`src/rtl/multi_cycle_controller.sv`:
```
// Multi-cycle control unit for a MIPS-style datapath.
// Decodes IR fields per state into datapath strobes and counts retired instructions.
module multi_cycle_controller (
  input  logic        clk,
  input  logic        rst_n,
  input  logic [5:0]  opcode,
  input  logic [5:0]  funct,
  input  logic        ALUZeroFlag,
  input  logic        memReady,
  output logic [2:0]  operation,
  output logic        ALUSrc,
  output logic        irWrite,
  output logic        pcWrite,
  output logic        memRead,
  output logic        memWrite,
  output logic        regWrite,
  output logic        regDst,
  output logic        memToReg,
  output logic [1:0]  pcSrc,
  output logic        illegal,
  output logic [15:0] retired
);

  typedef enum logic [3:0] {
    FETCH,
    DECODE,
    EXEC_R,
    WB_R,
    EXEC_I,
    WB_I,
    ADDR,
    MEM_READ,
    MEM_WB,
    MEM_WRITE,
    BRANCH,
    JUMP
  } state_t;

  localparam logic [5:0] OP_RTYPE = 6'b000000;
  localparam logic [5:0] OP_ADDI  = 6'b001000;
  localparam logic [5:0] OP_SLTI  = 6'b001010;
  localparam logic [5:0] OP_LW    = 6'b100011;
  localparam logic [5:0] OP_SW    = 6'b101011;
  localparam logic [5:0] OP_BEQ   = 6'b000100;
  localparam logic [5:0] OP_BNE   = 6'b000101;
  localparam logic [5:0] OP_J     = 6'b000010;

  localparam logic [5:0] FN_ADD = 6'b100000;
  localparam logic [5:0] FN_SUB = 6'b100010;
  localparam logic [5:0] FN_AND = 6'b100100;
  localparam logic [5:0] FN_OR  = 6'b100101;
  localparam logic [5:0] FN_SLT = 6'b101010;

  localparam logic [2:0] ALU_AND = 3'b000;
  localparam logic [2:0] ALU_OR  = 3'b001;
  localparam logic [2:0] ALU_ADD = 3'b010;
  localparam logic [2:0] ALU_SUB = 3'b110;
  localparam logic [2:0] ALU_SLT = 3'b111;

  localparam logic [1:0] PC_SEQ = 2'b00;
  localparam logic [1:0] PC_BR  = 2'b01;
  localparam logic [1:0] PC_J   = 2'b10;

  state_t state;
  state_t nextState;

  logic isRType;
  logic isImm;
  logic isSlti;
  logic isMem;
  logic isLw;
  logic isBr;
  logic isBeq;
  logic isBne;
  logic isJ;

  logic [2:0] rOp;
  logic       rLegal;
  logic [2:0] iOp;
  logic       taken;
  logic       setIllegal;
  logic       retire;

  assign isRType = (opcode == OP_RTYPE);
  assign isSlti  = (opcode == OP_SLTI);
  assign isImm   = (opcode == OP_ADDI) || isSlti;
  assign isLw    = (opcode == OP_LW);
  assign isMem   = isLw || (opcode == OP_SW);
  assign isBeq   = (opcode == OP_BEQ);
  assign isBne   = (opcode == OP_BNE);
  assign isBr    = isBeq || isBne;
  assign isJ     = (opcode == OP_J);

  assign iOp   = isSlti ? ALU_SLT : ALU_ADD;
  assign taken = (isBeq && ALUZeroFlag) ||
                 (isBne && !ALUZeroFlag);

  always_comb begin
    rOp    = ALU_ADD;
    rLegal = 1'b1;
    unique case (funct)
      FN_ADD:  rOp = ALU_ADD;
      FN_SUB:  rOp = ALU_SUB;
      FN_AND:  rOp = ALU_AND;
      FN_OR:   rOp = ALU_OR;
      FN_SLT:  rOp = ALU_SLT;
      default: rLegal = 1'b0;
    endcase
  end

  always_ff @(posedge clk or negedge rst_n) begin
    if (!rst_n) begin
      state   <= FETCH;
      illegal <= 1'b0;
      retired <= 16'h0000;
    end else begin
      state   <= nextState;
      illegal <= illegal | setIllegal;
      retired <= retired + {15'b0, retire};
    end
  end

  always_comb begin
    nextState  = state;
    setIllegal = 1'b0;
    retire     = 1'b0;
    operation  = ALU_ADD;
    ALUSrc     = 1'b0;
    irWrite    = 1'b0;
    pcWrite    = 1'b0;
    memRead    = 1'b0;
    memWrite   = 1'b0;
    regWrite   = 1'b0;
    regDst     = 1'b0;
    memToReg   = 1'b0;
    pcSrc      = PC_SEQ;
    unique case (state)
      FETCH: begin
        memRead = 1'b1;
        if (memReady) begin
          irWrite   = 1'b1;
          pcWrite   = 1'b1;
          nextState = DECODE;
        end
      end
      DECODE: begin
        unique case (1'b1)
          isRType: nextState = EXEC_R;
          isImm:   nextState = EXEC_I;
          isMem:   nextState = ADDR;
          isBr:    nextState = BRANCH;
          isJ:     nextState = JUMP;
          default: begin
            nextState  = FETCH;
            setIllegal = 1'b1;
          end
        endcase
      end
      EXEC_R: begin
        operation = rOp;
        nextState = WB_R;
      end
      WB_R: begin
        operation  = rOp;
        regDst     = 1'b1;
        regWrite   = rLegal;
        setIllegal = !rLegal;
        retire     = rLegal;
        nextState  = FETCH;
      end
      EXEC_I: begin
        ALUSrc    = 1'b1;
        operation = iOp;
        nextState = WB_I;
      end
      WB_I: begin
        ALUSrc    = 1'b1;
        operation = iOp;
        regWrite  = 1'b1;
        retire    = 1'b1;
        nextState = FETCH;
      end
      ADDR: begin
        ALUSrc    = 1'b1;
        nextState = isLw ? MEM_READ : MEM_WRITE;
      end
      MEM_READ: begin
        ALUSrc  = 1'b1;
        memRead = 1'b1;
        if (memReady) nextState = MEM_WB;
      end
      MEM_WB: begin
        regWrite  = 1'b1;
        memToReg  = 1'b1;
        retire    = 1'b1;
        nextState = FETCH;
      end
      MEM_WRITE: begin
        ALUSrc   = 1'b1;
        memWrite = 1'b1;
        if (memReady) begin
          retire    = 1'b1;
          nextState = FETCH;
        end
      end
      BRANCH: begin
        operation = ALU_SUB;
        // Not-taken branches still retire; they just leave PC alone.
        if (taken) begin
          pcWrite = 1'b1;
          pcSrc   = PC_BR;
        end
        retire    = 1'b1;
        nextState = FETCH;
      end
      JUMP: begin
        pcWrite   = 1'b1;
        pcSrc     = PC_J;
        retire    = 1'b1;
        nextState = FETCH;
      end
      default: nextState = FETCH;
    endcase
  end

endmodule

```
`config.mk`:
```
export PLATFORM = sky130hd
export DESIGN_NAME = multi_cycle_controller
export DESIGN_NICKNAME = d
export VERILOG_FILES = /design/src/rtl/multi_cycle_controller.sv
export SDC_FILE = /design/constraint.sdc
export NUM_CORES = 1
export LEC_CHECK = 0
export CORE_UTILIZATION = 60
export CTS_CLUSTER_DIAMETER = 60
export CTS_CLUSTER_SIZE = 8
export DETAILED_ROUTE_END_ITERATION = 7
export DONT_BUFFER_PORTS = 1
export GPL_TIMING_DRIVEN = 0
export MAX_ROUTING_LAYER = met4
export PLACE_DENSITY = 0.76
export SETUP_SLACK_MARGIN = 0.2
export SLEW_MARGIN = 15
export SYNTH_ARGS = -nofsm -noshare
export SYNTH_HDL_FRONTEND = slang
export SYNTH_SLANG_ARGS = --single-unit
```
`constraint.sdc`:
```
create_clock -name clk -period 6 [get_ports clk]
set_clock_uncertainty 0.2 [all_clocks]
set_input_delay 1.2 -clock clk [delete_from_list [all_inputs] [get_ports clk]]
set_output_delay 1.2 -clock clk [all_outputs]
set_load 0.005 [all_outputs]
```
== Word-level counts from Yosys, hierarchy flattened ==
Index checks and enable logic that the tools add are counted.
Word-level totals
  register bits after elaboration: 21
Cells by class
  add/sub/neg operators: 1
  eq/ne operators: 26
  mux-type cells: 25
  bitwise logic cells: 1
  reductions and logical operators: 19
Operators with widths (count)
  6-bit == test, second input constant: 7
  4-bit case mux with 7 select lines: 1
  4-bit case mux with 5 select lines: 1
  16-bit by 1-bit adder with 16-bit output: 1
  4-bit by 3-bit == test with 1-bit output, second input constant: 4
  4-bit == test, second input constant: 4
  4-bit 2-to-1 mux: 4
  5-bit OR reduction: 3
  6-bit by 3-bit == test with 1-bit output, second input constant: 2
  6-bit by 4-bit == test with 1-bit output, second input constant: 2
  3-bit case mux with 4 select lines: 1
  1-bit 2-to-1 mux: 11
  3-bit case mux with 3 select lines: 1
  4-bit by 2-bit == test with 1-bit output, second input constant: 2
  2-bit OR reduction: 4
  6-bit by 2-bit == test with 1-bit output, second input constant: 1
  6-bit zero test: 1
  2-bit != test, second input constant: 3
  1-bit case mux with 3 select lines: 2
  4-bit by 1-bit == test with 1-bit output, second input constant: 1
  4-bit zero test: 1
  1-bit logical OR: 4
  1-bit case mux with 2 select lines: 2
  2-bit case mux with 2 select lines: 1
  6 further kinds: 8

== Logic depth before layout (Yosys ltp) ==
Gate-level depths: netlist (run 1).
  word-level depth: 6
  gate-level depth with buffers: 9
  mapped depth without buffers: 9

== Worst setup path before layout (run 1) ==
No wires, ideal clock.
  kind: input to output
  from: in opcode[3]
  to: out pcWrite
  arrival: 2132 ps
  data required time: 4600 ps
  setup slack: 2468 ps
  stages on the path: 3
  cell sequence: or3_1 nor4_1 or3_1
On the way
  longest elaborated chain between the ends: 5
  elaborated cells between the ends (all ways): 7
  those cells by class: eq/ne (2); mux (2); reduce/logical (3)
Ends and longest elaborated chain
  start, declared: RTL line 6  | input logic [5:0] opcode,
  6-bit by 3-bit == test with 1-bit output, on equally long branches: RTL line 89, 90
  1-bit logical AND, on equally long branches: RTL line 95, 96
  1-bit logical OR (*): RTL line 95  | assign taken = (isBeq && ALUZeroFlag) ||
  1-bit 2-to-1 mux (*): RTL line 209  | if (taken) begin
  1-bit case mux with 3 select lines (*): RTL line 137  | unique case (state)
  end, declared: RTL line 13  | output logic pcWrite,
Every way passes the cells marked *; elsewhere a longest branch is shown, timed or not.

== Final worst setup path (run 1) ==
Ends and elaborated chain as after synthesis.

==> results of run 1 <==
[logic make-up (layout without fill, tap and decap cells)]
logic type | after synthesis | count (layout)
adders and majority gates | 2 | 2
AOI/OAI and AO/OA | 26 | 26
DFF | 21 | 21
muxes | 3 | 3
xor gates and xnor gates | 16 | 16
and+or+nand+nor | 75 | 75
buffers and inverters | 10 | 14
[routing by layer]
metal | part of all wire (%) | wire, um | vias to the layer above
met1 | 48 | 1500 | 558
met4 | 0.42 | 13 | 0
li1 | - | - | 570
met5 | 0 | 0 | -
met3 | 8.7 | 271 | 2
met2 | 43 | 1350 | 64
[flip-flops by register name (all words and copies together), names as in the netlist]
| register | cells |
|---|---|
| state | 4 |
| retired | 16 |
| illegal | 1 |
[area by class of cell]
type                            count  share of cell area [%]
Multi-Input combinational cell    122                    55.8
Sequential cell                    21                    37.0
Buffer                              8                    2.38
Tap cell                           27                    2.38
Clock buffer                        4                    1.85
Inverter                            2                   0.529
[final timing paths]
path	startpoint	to	depth (start not counted)
max reg2reg	state[1]	retired[10]	9
max	opcode[3]	pcWrite	3
max in group asynchronous	rst_n	retired[0]	0
min reg2reg	retired[15]	retired[15]	1
min in group asynchronous	rst_n	retired[14]	0
min	retired[15]	retired[15]	1
[through the flow]
stage | hold slack [ns] | total power, uW | instance area, um2
6_report | 0.304 | 395 | 1420
5_1_grt | 0.337 | 415 | 1420
4_1_cts | 0.311 | 391 | 1420
2_1_floorplan | 0.261 | 290 | 1360
3_3_place_gp | 0.276 | 320 | 1390
3_5_place_dp | 0.289 | 325 | 1390
[layout by cell type, fill, tap and decap left out, drive strengths merged, types with 2 or more instances in the layout]
master,n
xor2,5
buf,4
nor2b,3
ha,2
a21oi,2
and3,7
o22ai,3
nand2b,6
nand4,5
nand2,11
mux2i,2
nor3,2
nor2,13
nor3b,2
clkbuf,8
inv,2
o21ai,6
dfrtp,21
xnor2,11
or3,3
and2,2
nand3,16
[power groups by stage]
| stage | logic, uW | registers [uW] | clock network [uW] |
|---|---|---|---|
| after detailed placement | 142 | 183 | 0 |
| after global routing | 160 | 183 | 72.8 |
| after global placement | 138 | 182 | 0 |
| after CTS | 143 | 180 | 67.8 |
| after floorplan | 112 | 178 | 0 |
| final | 147 | 180 | 67.4 |
==> results.cfg, run 1 <==
[global_route]
global_route.usage.met2_pct = 40.5
met3_usage_pct = 8.95
gr-usage-met1_pct = 40.4
grt_max_degree = 22
track_usage_pct = 28.4
top_usage_layer = met2
grt_pass1_wl_um = 5230
gr-total-overflow = 0
grt_pass1_vias = 1127
antenna_found_initial = 0

[synth]
synth.avg_cell_area_um2 = 8.88
syn_area_mm2 = 0.00136
synthAdderAreaFrac_pct = 1.84
synth_top_family_by_area = simple AND/OR/NAND/NOR gates
synth_seq_cells = 21
netlist_instances = 153
yosys.area_share.xor_xnor_pct = 10.3
synth_common_cells = 21 x dfrtp_1, 16 x nand3_1, 13 x nor2_1
yosysTopAreaCell = dfrtp_1
synth_top_area_share_pct = 38.7
synth.mux.area_fraction_pct = 2.30
ys_types = 45
synth_edf_count = 0
synth_most_common_cell = dfrtp_1
yosys_warnings = 0
yosysSeqAreaShare_pct = 38.7
synth_nets = 171
yosys.area_share.simple_pct = 29.1
async_reset_ff_share_pct = 100
yosys-top-cells-area = dfrtp_1 39%, xnor2_1 7.1%, nand3_1 5.9%
synth_compound_area_share_pct = 14.7
dominantRegCellSynth = dfrtp_1

[setup_path]
critPathRequiredTime_ns = 4.60
crit_path_max_incr_delay_ns = 0.43
cp.arrival_ns = 2.22
crit_type = in2out
crit_family = simple AND/OR/NAND/NOR gates
worst-path-buf-inv = 0
cp_cell_sequence = or3_1 -> nor4_1 -> or3_1
cp_slowest_cell = or3_1
critPathLaunchType = input pin
cp_common_cell = or3_1
path_max_fanout = 5
r2r_setup_slack_ns = 3.07
worstSetupEndpointType = output pin

[power]
swShare_pct = 39.6
power_density_mw_per_mm2 = 278
comb_power_share_pct = 37.3
pwr-share-seq_pct = 45.6
p_switching_uw = 156
clkPwrFrac_pct = 17.1
internal_power_uw = 238
ir_drop_uv = 231
p_leak_uw = 0.000607

[clock_tree]
clockRootBuffer = clkbuf_4
cts_max_level = 1
cts_buffer_depth = 2
clock_latency_ns = 0.30
cts_hold_buf = 0
cts_num_sinks = 21
clk_pin_slew_ns = 0.12
cts_inserted_buffers = 3
tritoncts = done
cts_resized = 0
cts_setup_buffers = 0

[drt]
vias = 1194
drt_pre_antenna_iters = 4
route.detailed.drc = 0
ant_nets = 0
drtIter0Drc = 39
vias_per_cell = 6.49
wl_um = 3130
post_drt_wl_per_cell_um = 17.0

[finish]
n_fill_cell = 178
drive_gt1_share_pct = 5.10
finalNonFillerCells = 184
antenna_cells = 0
syn2layout_area_growth_pct = 4.42
nNetsFinal = 176
regArea_um2 = 526
postLayoutCoreUtil_pct = 69.5
multiInputGateArea_um2 = 792

[placement]
dp_slack_ns = 2.38
io_buffers = 0
finalWeightedCongestion = 0.923
dp_cells = 180
dp.final_hpwl_um = 2380

[sta]
worst_pin_slew_ns = 0.557
finalCritPeriodShare_pct = 60.3
rsz0062_at_grt = false
fin_crit_ns = 3.62
setup_viol = 0
setup_ws_ns = 2.38
slew_headroom_pct = 62.7
slew_violations = 0
fmax_mhz = 276
tns_ns = 0
hold_viol_final = 0

[status]
status = finished clean

[floorplan]
die_area_mm2 = 0.00246
initial_core_util_pct = 66.5
io_pins = 46
fp.dieH_um = 49.6
rows = 16
die_w_um = 49.6
core_area_mm2 = 0.00204

[job]
maxCapViolCount = 0

[hold_path]
hold_class = reg2reg
No activity file was read; power rests on OpenSTA's default activity.
==> inputs of run 2 (changes only) <==
- clock period: 6 -> 3.71 ns (I/O delays scaled with it)
==> run 2 against run 1 <==
Compared with the run above: final area increased by 0.71%; clock power increased by 63%; die area unchanged; first-iteration DRC count unchanged; critical path type is now reg2reg; critical endpoint is now retired[10]; largest power group unchanged; highest routed layer unchanged.
==> results.cfg, run 2 (synthesis results as in run 1) <==
[finish]
largest_reg_flops = 16
fin_area_mm2 = 0.00143
antenna_cells = 0
nNetsFinal = 177
final_common_cell = dfrtp_1
syn2layout_area_growth_pct = 5.16
postLayoutCoreUtil_pct = 70.0
drive_gt1_share_pct = 5.06
layout_common_cells = 21 x dfrtp_1, 16 x nand3_1, 13 x nor2_1, 11 x nand2_1, 11 x xnor2_1
n_fill_cell = 177
largest_register = retired
multiInputGateArea_um2 = 792
regArea_um2 = 526
reg.largest.list = retired (16), state (4), illegal (1)

[floorplan]
fp.dieH_um = 49.6
initial_core_util_pct = 66.5
die_w_um = 49.6
rows = 16
core_area_mm2 = 0.00204
die_area_mm2 = 0.00246
io_pins = 46

[placement]
placed_area_mm2 = 0.00139
io_buffers = 0
finalWeightedCongestion = 0.923
dp.final_hpwl_um = 2380

[clock_tree]
cts_hold_buf = 1
clock_latency_ns = 0.30
cts_max_level = 1
clockRootBuffer = clkbuf_4
tritoncts = done
cts_num_sinks = 21
cts_resized = 0
cts_inserted_buffers = 3
cts_buffer_depth = 2
cts_setup_buffers = 0
clk_pin_slew_ns = 0.12

[global_route]
grt_max_degree = 22
track_usage_pct = 28.5
grt_pass1_vias = 1131
grt_pass1_wl_um = 5240
gr-total-overflow = 0
antenna_found_initial = 0

[power]
clkPwrFrac_pct = 17.1
comb_power_share_pct = 37.6
swShare_pct = 39.9
power_density_mw_per_mm2 = 450
p_leak_uw = 0.000612
p_switching_uw = 256
pwr-share-seq_pct = 45.3
internal_power_uw = 386
finalPower_uw = 643
ir_drop_uv = 374

[sta]
slew_headroom_pct = 37.6
rsz0062_at_grt = false
worst_pin_slew_ns = 0.933
finalCritPeriodShare_pct = 78.9
hold-worst-slack_ns = 0.302
fmax_mhz = 342
setup_viol = 0
fin_crit_ns = 2.93
slew_violations = 0
tns_ns = 0
hold_viol_final = 0

[drt]
drtIter0Drc = 39
post_drt_wl_per_cell_um = 16.8
ant_nets = 0
vias_per_cell = 6.50
drt_pre_antenna_iters = 4
vias = 1202
wl_um = 3110
route.detailed.drc = 0

[setup_path]
r2r_setup_slack_ns = 0.78
cp.arrival_ns = 2.96
path_max_fanout = 10
crit_type = reg2reg
worstSetupEndpointType = flop
critPathRequiredTime_ns = 3.75
critPathLaunchType = flop

[status]
status = finished clean

[hold_path]
hold_class = reg2reg

[job]
maxCapViolCount = 0
## run 2: per-layer routing
metal	GRT usage, %	vias to the layer above	share of wire [%]
li1	-	570	-
met1	39.4	566	47
met2	41.9	62	44
met3	8.95	4	8.0
met4	3.81	0	0.74
met5	-	-	0
## run 2: cell type report
class                   instances  share of cell area, %
multi-input cells             122                   55.4
flip-flops and latches         21                   36.8
plain buffers                   8                   2.36
well taps                      27                   2.36
clock buffers                   4                   1.84
repair buffers                  1                  0.701
inverters                       2                  0.525
## run 2: final timing paths
check | startpoint | endpoint | cells after the start
setup / recovery | state[1] | retired[10] | 9
hold / removal | retired[15] | retired[15] | 1
setup reg to reg | state[1] | retired[10] | 9
hold reg to reg | retired[15] | retired[15] | 1
max in group asynchronous | rst_n | retired[0] | 1
min in group asynchronous | rst_n | retired[14] | 1
## run 2: critical path, stage by stage, from the launching register on
cell and delay [ns]:
dfrtp_1 0.38, clkbuf_1 0.35, buf_1 0.44, a22oi_1 0.14, o22ai_1 0.22, ha_1 0.22
nand4_1 0.15, nor3_1 0.39, and3_1 0.23, xor2_1 0.14
## run 2: metrics by stage
step / std cells / setup WS (ns)
after floorplan: 153 / 1.06
after global placement: 180 / 0.780
after detailed placement: 180 / 0.737
after CTS: 185 / 0.803
after global routing: 185 / 0.487
final: 185 / 0.784
## run 2: power by group through the flow
stage                     clock network [uW]  registers, uW  logic [uW]
after floorplan                            0            288         181
after global placement                     0            294         223
after detailed placement                   0            296         230
after CTS                                110            291         237
after global routing                     118            295         264
final                                    110            291         242
==> inputs of run 3 (changes only) <==
- clock period: 3.71 -> 2.9 ns (I/O delays scaled with it)
==> run 3 against run 2 <==
Compared with the run above: routed wire length hardly changed; non-clock buffer count stayed put; clock power is 28% higher; sequential power is 28% higher; total power is 28% higher; count of clock-buffer cells in the layout stayed put; first-iteration DRC count is 2.6% higher; die area stayed put; final area is 0.61% higher; flip-flop and latch count stayed put; utilization is 0.43 points higher; combinational power is 29% higher; largest power group unchanged.
==> results.cfg, run 3 (synthesis results as in run 1) <==
[finish]
nNetsFinal = 177
largest_reg_flops = 16
reg.largest.list = retired (16), state (4), illegal (1)
antenna_cells = 0
final_common_cell = dfrtp_1
layout_common_cells = 21 x dfrtp_1, 16 x nand3_1, 13 x nor2_1, 11 x nand2_1, 11 x xnor2_1
largest_register = retired
drive_gt1_share_pct = 7.59
postLayoutCoreUtil_pct = 70.4
syn2layout_area_growth_pct = 5.80

[setup_path]
crit_path_max_incr_delay_ns = 0.44
cp_slowest_cell = nor4_1
critPathRequiredTime_ns = 2.12
reg2reg_from = state[1]
worstReg2RegEnd = retired[15]
worstSetupEndpointType = output pin
cp.arrival_ns = 1.71
crit_type = reg2out
rr_worst_depth = 9
path_max_fanout = 8
critPathLaunchType = flop
cp_cell_sequence = buf_2 -> nand2b_1 -> nor4_1 -> or3_1
r2r_setup_slack_ns = 0.49

[floorplan]
die_w_um = 49.6
rows = 16
core_area_mm2 = 0.00204
die_area_mm2 = 0.00246
fp.dieH_um = 49.6
initial_core_util_pct = 66.5
io_pins = 46

[drt]
drtIter0Drc = 40
vias_per_cell = 6.45
drt_pre_antenna_iters = 4
vias = 1194
ant_nets = 0
post_drt_wl_per_cell_um = 16.8
wl_um = 3110
route.detailed.drc = 0

[clock_tree]
cts_num_sinks = 21
clk_pin_slew_ns = 0.12
tritoncts = done
clock_latency_ns = 0.30
cts_inserted_buffers = 3
cts_max_level = 1
clockRootBuffer = clkbuf_4
cts_buffer_depth = 2

[global_route]
grt_max_degree = 22
grt_pass1_vias = 1131
track_usage_pct = 28.5
antenna_found_initial = 0
gr-total-overflow = 0
grt_pass1_wl_um = 5240

[placement]
io_buffers = 0
dp.final_hpwl_um = 2380
finalWeightedCongestion = 0.923
dp_slack_ns = 0.0223

[hold_path]
min_to = state[3]
min_delay_path_depth = 3
hold_class = in2reg
min_from = memReady

[job]
maxCapViolCount = 0

[sta]
rsz0062_at_grt = false
finalCritPeriodShare_pct = 86.0
setup_ws_ns = 0.407
tns_ns = 0
slew_headroom_pct = 37.6
worst_pin_slew_ns = 0.933
slew_violations = 0
fmax_mhz = 401
setup_viol = 0
fin_crit_ns = 2.49
hold_viol_final = 0
hold-worst-slack_ns = 0.282

[power]
finalPower_uw = 825
ir_drop_uv = 480
power_density_mw_per_mm2 = 574
p_leak_uw = 0.000622

[status]
status = finished clean
## run 3: cell counts in the layout (fill, tap and decap cells not counted)
Identical to the previous run, type by type.
## run 3: worst max-delay path by stage
stage	start	to	slack, ns
after detailed placement	state[1]	retired[10]	0.02
after CTS	state[1]	retired[10]	0.27
after floorplan	funct[5]	retired[10]	0.41
after global routing	state[1]	retired[10]	0.22
final	state[2]	pcWrite	0.41
after global placement	state[1]	retired[10]	0.1
## run 3: timing repair
action / 4_1_cts / 5_1_grt
pin swaps: 0 / 1
setup buffers: 0 / 0
hold buffers: 1 / 0
setup endpoints to repair: 6 / 7
gates resized for setup: 2 / 4
endpoints found under the hold margin: 21 / 0
## run 3: layout make-up
type | count | area [um2]
Fill cell | 174 | 604
Sequential cell | 21 | 526
Inverter | 2 | 7.51
Multi-Input combinational cell | 122 | 797
Buffer | 8 | 37.5
Timing Repair Buffer | 1 | 10.0
Clock buffer | 4 | 26.3
Tap cell | 27 | 33.8
## run 3: power by group
group,leakage [uW],internal [uW],switching [uW]
Combinational,0.000327,114,198
Sequential,0.000281,330,41.9
Clock,0.0000150,53.6,87.3
## run 3: per-layer routing
layer | vias to the layer above | track usage, % | share of wire [%]
met3 | 2 | 8.95 | 8.4
met1 | 563 | 39.4 | 47
met5 | - | - | 0
met2 | 59 | 41.9 | 45
li1 | 570 | - | -
met4 | 0 | 3.81 | 0.32
## run 3: worst max-delay path: cells and delay by family, from the launching register on
kind / cells / cell delay (ns)
buffers and inverters: 1 / 0.16
and+or+nand+nor: 3 / 0.88
DFF: 1 / 0.37
## run 3: through the flow
stage / cells / area, um2
2_1_floorplan: 153 / 1360
3_3_place_gp: 180 / 1390
3_5_place_dp: 180 / 1390
4_1_cts: 185 / 1440
5_1_grt: 185 / 1440
6_report: 185 / 1440
